### src/rtl/msk_and_ghpcll_pipe.sv
// ---------------------------------------------------------------------------
// msk_and_ghpcll_pipe
// W parallel 2-share masked AND lanes built from GHPC low-latency gadgets,
// with valid/ready flow control on data and on fresh randomness.
//
// Ports
//   clk        clock, all state on posedge
//   rst        synchronous active-high reset
//   in_valid   ina/inb hold a valid transfer
//   in_ready   transfer accepted this cycle when in_valid & rnd_valid
//   ina, inb   2W-bit sharings; share i of lane j at bit i*W+j
//   rnd        4W fresh random bits; lane j uses rnd[4j+3:4j]
//   rnd_valid  rnd is fresh this cycle
//   rnd_ready  rnd consumed this cycle (only together with data)
//   out_valid  out holds a valid result
//   out_ready  consumer accepts out this cycle
//   out        2W-bit sharing of a&b, same layout as ina
//
// Parameters
//   d        number of shares, only 2 is supported
//   W        number of lanes
//   OUT_REG  0: 1-cycle latency, 1: extra output register slot (2 cycles)
// ---------------------------------------------------------------------------
module msk_and_ghpcll_pipe #(
    parameter int unsigned d       = 2,
    parameter int unsigned W       = 8,
    parameter int unsigned OUT_REG = 0
) (
    input  logic            clk,
    input  logic            rst,
    input  logic            in_valid,
    output logic            in_ready,
    input  logic [2*W-1:0]  ina,
    input  logic [2*W-1:0]  inb,
    input  logic [4*W-1:0]  rnd,
    input  logic            rnd_valid,
    output logic            rnd_ready,
    output logic            out_valid,
    input  logic            out_ready,
    output logic [2*W-1:0]  out
);

    localparam int unsigned SW = 2 * W;

    // Only the 2-share gadget exists; any other share count must not elaborate.
    if (d != 2) begin : g_bad_share_count
        $error("msk_and_ghpcll_pipe: only d=2 is supported");
    end

    // Share split per lane
    logic [W-1:0]      a0_c;
    logic [W-1:0]      a1_c;
    logic [W-1:0]      b0_c;
    logic [W-1:0]      b1_c;

    // Gadget front end (one share per cone)
    logic [W-1:0][3:0] fx_c;
    logic [W-1:0][3:0] sel_c;
    logic [W-1:0]      s0_c;

    // Stage-1 state
    logic              v1;
    logic [W-1:0][3:0] r_fx;
    logic [W-1:0][3:0] r_sel;
    logic [W-1:0]      r_s0;
    logic [W-1:0]      s1_c;

    // Handshake
    logic              acc_c;
    logic              st1_free_c;
    logic              in_ready_c;

    assign a0_c = ina[W-1:0];
    assign a1_c = ina[SW-1:W];
    assign b0_c = inb[W-1:0];
    assign b1_c = inb[SW-1:W];

    // fx is a function of share 0 only, sel of share 1 only; the shares meet
    // only after stage-1 registers.
    always_comb begin
        fx_c  = '0;
        sel_c = '0;
        s0_c  = '0;
        for (int j = 0; j < int'(W); j++) begin
            fx_c[j]  = {~a0_c[j] & ~b0_c[j], ~a0_c[j] & b0_c[j],
                         a0_c[j] & ~b0_c[j],  a0_c[j] & b0_c[j]};
            sel_c[j] = { a1_c[j] &  b1_c[j],  a1_c[j] & ~b1_c[j],
                        ~a1_c[j] &  b1_c[j], ~a1_c[j] & ~b1_c[j]};
            s0_c[j]  = ^(rnd[4*j +: 4] & sel_c[j]);
        end
    end

    assign acc_c     = in_valid & rnd_valid & in_ready_c;
    assign in_ready  = in_ready_c;
    assign rnd_ready = acc_c;

    // Stage-1 data registers: load only on accept, hold otherwise
    always_ff @(posedge clk) begin
        if (rst) begin
            r_fx  <= '0;
            r_sel <= '0;
            r_s0  <= '0;
        end else if (acc_c) begin
            r_fx  <= fx_c ^ rnd;
            r_sel <= sel_c;
            r_s0  <= s0_c;
        end
    end

    // Stage-1 valid flag; a same-cycle accept wins over the drain
    always_ff @(posedge clk) begin
        if (rst) begin
            v1 <= 1'b0;
        end else if (acc_c) begin
            v1 <= 1'b1;
        end else if (st1_free_c) begin
            v1 <= 1'b0;
        end
    end

    // share1 XOR tree reads registers only (glitch-robust recombination)
    always_comb begin
        s1_c = '0;
        for (int j = 0; j < int'(W); j++) begin
            s1_c[j] = ^(r_fx[j] & r_sel[j]);
        end
    end

    if (OUT_REG != 0) begin : g_out_reg
        logic          v2;
        logic [SW-1:0] r_out;
        logic          ld2_c;

        // Stage 2 takes the stage-1 result whenever its slot is empty or draining
        assign ld2_c      = v1 & (~v2 | out_ready);
        assign st1_free_c = ld2_c;
        assign in_ready_c = ~v1 | ~v2 | out_ready;

        always_ff @(posedge clk) begin
            if (rst) begin
                v2    <= 1'b0;
                r_out <= '0;
            end else begin
                if (ld2_c) begin
                    v2    <= 1'b1;
                    r_out <= {s1_c, r_s0};
                end else if (out_ready) begin
                    v2    <= 1'b0;
                end
            end
        end

        assign out_valid = v2;
        assign out       = r_out;
    end else begin : g_no_out_reg
        assign st1_free_c = out_ready;
        assign in_ready_c = ~v1 | out_ready;
        assign out_valid  = v1;
        assign out        = {s1_c, r_s0};
    end

endmodule

### config.mk
export PLATFORM = sky130hd
export DESIGN_NAME = msk_and_ghpcll_pipe
export DESIGN_NICKNAME = d
export VERILOG_FILES = /design/src/rtl/msk_and_ghpcll_pipe.sv
export SDC_FILE = /design/constraint.sdc
export NUM_CORES = 1
export LEC_CHECK = 0
export ABC_CLOCK_PERIOD_IN_PS = 1500
export BUFFER_PORTS_ARGS = -buffer_cell sky130_fd_sc_hd__buf_2
export CAP_MARGIN = 20
export CORE_MARGIN = 2
export CORE_UTILIZATION = 26
export CTS_CLUSTER_DIAMETER = 100
export CTS_CLUSTER_SIZE = 16
export DETAILED_ROUTE_END_ITERATION = 6
export SYNTH_ARGS = -nofsm -noshare
export SYNTH_HDL_FRONTEND = slang
export SYNTH_SLANG_ARGS = --single-unit
### constraint.sdc
create_clock -name clk -period 1.5 [get_ports clk]
set_clock_uncertainty 0.2 [all_clocks]
set_input_delay 0.225 -clock clk [delete_from_list [all_inputs] [get_ports clk]]
set_output_delay 0.225 -clock clk [all_outputs]
set_load 0.1 [all_outputs]
==> results.sh <==
export IMPL_status="finished with violations"
export IMPL_violations="negative setup slack"
export IMPL_cap_viol_max_count=0
export IMPL_cts_tree="built"
export IMPL_die_w_um=124
export IMPL_yosysTopAreaCellShare_pct=39.3
export IMPL_global_route_usage_met1_pct=17.4
export IMPL_core_area_sq_mm=0.0139
export IMPL_hold_class="in2reg"
export IMPL_reg2reg_from="out_valid"
export IMPL_gr_usage_met2_pct=24.6
export IMPL_insertion_delay_ps=320
export IMPL_grt_pass1_vias=3465
export IMPL_setup_viol=71
export IMPL_clk_pin_slew_ps=60
export IMPL_wl_per_cell_um=15.2
export IMPL_synth_warnings=0
export IMPL_gr_max_usage_layer="met2"
export IMPL_tightest_slew_ps=394
export IMPL_yosysSeqAreaShare_pct=39.3
export IMPL_cts_buffers=9
export IMPL_synth_largest_area_cell="dfxtp_1"
export IMPL_grt_pass1_wl_um=16900
export IMPL_hold_viol=0
export IMPL_initial_core_util_pct=26.7
export IMPL_h_tree_depth=3
export IMPL_rsz0062_at_grt="yes"
export IMPL_synthFlopType="dfxtp_1"
export IMPL_synth_fp_nets=495
export IMPL_min_delay_start="rnd[2]"
export IMPL_synthToLayoutAreaGrowth_pct=78.6
export IMPL_numPortBuffers=87
export IMPL_root_buffer="clkbuf_16"
export IMPL_drive_above_1_share_pct=65.0
export IMPL_setup_tns_ps=-6490
export IMPL_fin_crit_ps=1750
export IMPL_synthCells=426
export IMPL_dr_pass1_iters=5
export IMPL_start_kind="flop"
export IMPL_ant_nets=0
export IMPL_die_area_sq_mm=0.0153
export IMPL_final_nets=607
export IMPL_drcViolationCount=0
export IMPL_crit_fanout=2
export IMPL_synth_distinct_cells=22
export IMPL_detailedRoute_firstIterationViolations=146
export IMPL_synthArstFlopShare_pct=0
export IMPL_ioPinCount=88
export IMPL_synth_area_leaders="dfxtp_1, a21oi_1, xnor2_1"
export IMPL_drv_slew=0
export IMPL_wirelength_um=11000
export IMPL_dp_hpwl_um=7290
export IMPL_finalCritPeriodShare_pct=117
export IMPL_relSlewSlack_pct=73.7
export IMPL_gp_congestion=0.741
export IMPL_placedCellCount=682
export IMPL_arrival_ps=1320
export IMPL_synth_area_sq_mm=0.00372
export IMPL_crit_start="r_fx[23]"
export IMPL_leakage_nw=2.58
export IMPL_fin_ws_ps=-248
export IMPL_fmax_mhz=572
export IMPL_path_class="reg2out"
export IMPL_synth_commonest_cells="a21oi_1, dfxtp_1, nand2_1"
export IMPL_grt_use_met3_pct=2.58
export IMPL_synth_avg_cell_area_sq_um=8.72
export IMPL_final_util_pct=47.6
export IMPL_end_kind="output pin"
export IMPL_grt_max_degree=74
export IMPL_viasPerCell=4.96
export IMPL_synth_edf_count=0
export IMPL_rows=43
export IMPL_grt_antenna_before_repair=0
export IMPL_clock_sinks=73
export IMPL_grt_use_total_pct=14.0
export IMPL_cellPowerDensity_mw_per_mm2=861
export IMPL_ys_ff_latch=73
export IMPL_required_ps=1070
export IMPL_diodes=0
export IMPL_power_w=0.00571
export IMPL_layout_cells_non_filler=723
export IMPL_vias=3585
export IMPL_max_vdd_ir_drop_mv=0.521
export IMPL_die_y_um=124
export IMPL_grt_overflow_total=0
export IMPL_clockBufferDepth=2
[cells in the final DEF (no fill, tap or decap), types with 3 or more instances in the layout]
cell,instances
a211oi_1,24
a211oi_2,8
a21oi_1,30
a21oi_2,36
a21oi_4,7
buf_12,27
buf_16,4
buf_2,68
buf_4,19
buf_6,8
buf_8,4
clkbuf_16,14
dfxtp_1,9
dfxtp_2,59
dfxtp_4,5
mux4_2,8
nand2_1,9
nand2_2,8
nand2_4,24
nand3_2,6
nand4_1,8
nand4b_1,16
nor2_1,8
nor2b_1,16
o21ai_0,20
o21ai_1,11
o21ai_2,8
or4_1,3
or4_4,5
xnor2_1,24
xnor2_4,16
xor2_1,8
xor2_4,8
[registers in the layout (all words and copies together) (netlist names)]
| register | flops |
|---|---|
| r_s0 | 8 |
| out_valid | 1 |
| r_sel | 32 |
| r_fx | 32 |
[repair_timing]
action                     CTS  global route
hold endpoints to repair     2             0
cloned                       2             5
setup endpoints to repair   34            82
hold buffers                 2             0
buffers inserted            13             9
pin swaps                   40            59
resized for setup           95            97
[report_power, final]
group / internal, W / switching (W) / total (W)
sequential: 0.00206 / 0.000108 / 0.00216
clock: 0.00156 / 0.000789 / 0.00235
combinational: 0.000558 / 0.000642 / 0.00120
[cell type report]
type                    instances  area (sq um)
well taps                     180           225
fillers                      1213          7300
multi-input cells             317          3100
repair buffers                136          1400
flip-flops and latches         73          1550
inverters                       1          20.0
clock buffers                  12           258
clock inverters                 4          73.8
[metal layers]
layer  share of wire (%)  up-vias
met3                 4.2        6
met2                  52       72
met4                0.68        0
met5                   0        -
met1                  43     1742
li1                    -     1765
[logic make-up (layout without fill, tap and decap cells)]
kind of cell,Yosys count,in the layout,share of synthesized area [%]
AOI/OAI and AO/OA,145,145,21.7
and+or+nand+nor,108,108,16.1
DFF,73,73,39.3
xor gates and xnor gates,56,56,13.2
buffers and inverters,36,153,4.85
muxes,8,8,4.85
[path summary, 6_finish.rpt]
| check | slack (ps) | to | depth (start not counted) |
|---|---|---|---|
| hold / removal | 10 | r_fx[2] | 3 |
| hold reg to reg | 260 | r_sel[19] | 2 |
| setup reg to reg | -170 | r_sel[20] | 6 |
| setup / recovery | -250 | out[13] | 4 |
[worst max-delay path: stages (launching register included)]
cell	delay, ps
dfxtp_2	350
nand2_4	70
xor2_4	190
xnor2_4	190
buf_12	190
[stage by stage]
stage	area [sq um]	worst slack, ps	hold slack (ps)
floorplan	4310	-173	181
global placement	5320	-19.7	260
detailed placement	5320	-52.7	267
CTS	6140	-278	7.10
global route	6640	-288	5.23
finish	6640	-248	9.85
Power figures use the tool's default switching activity.
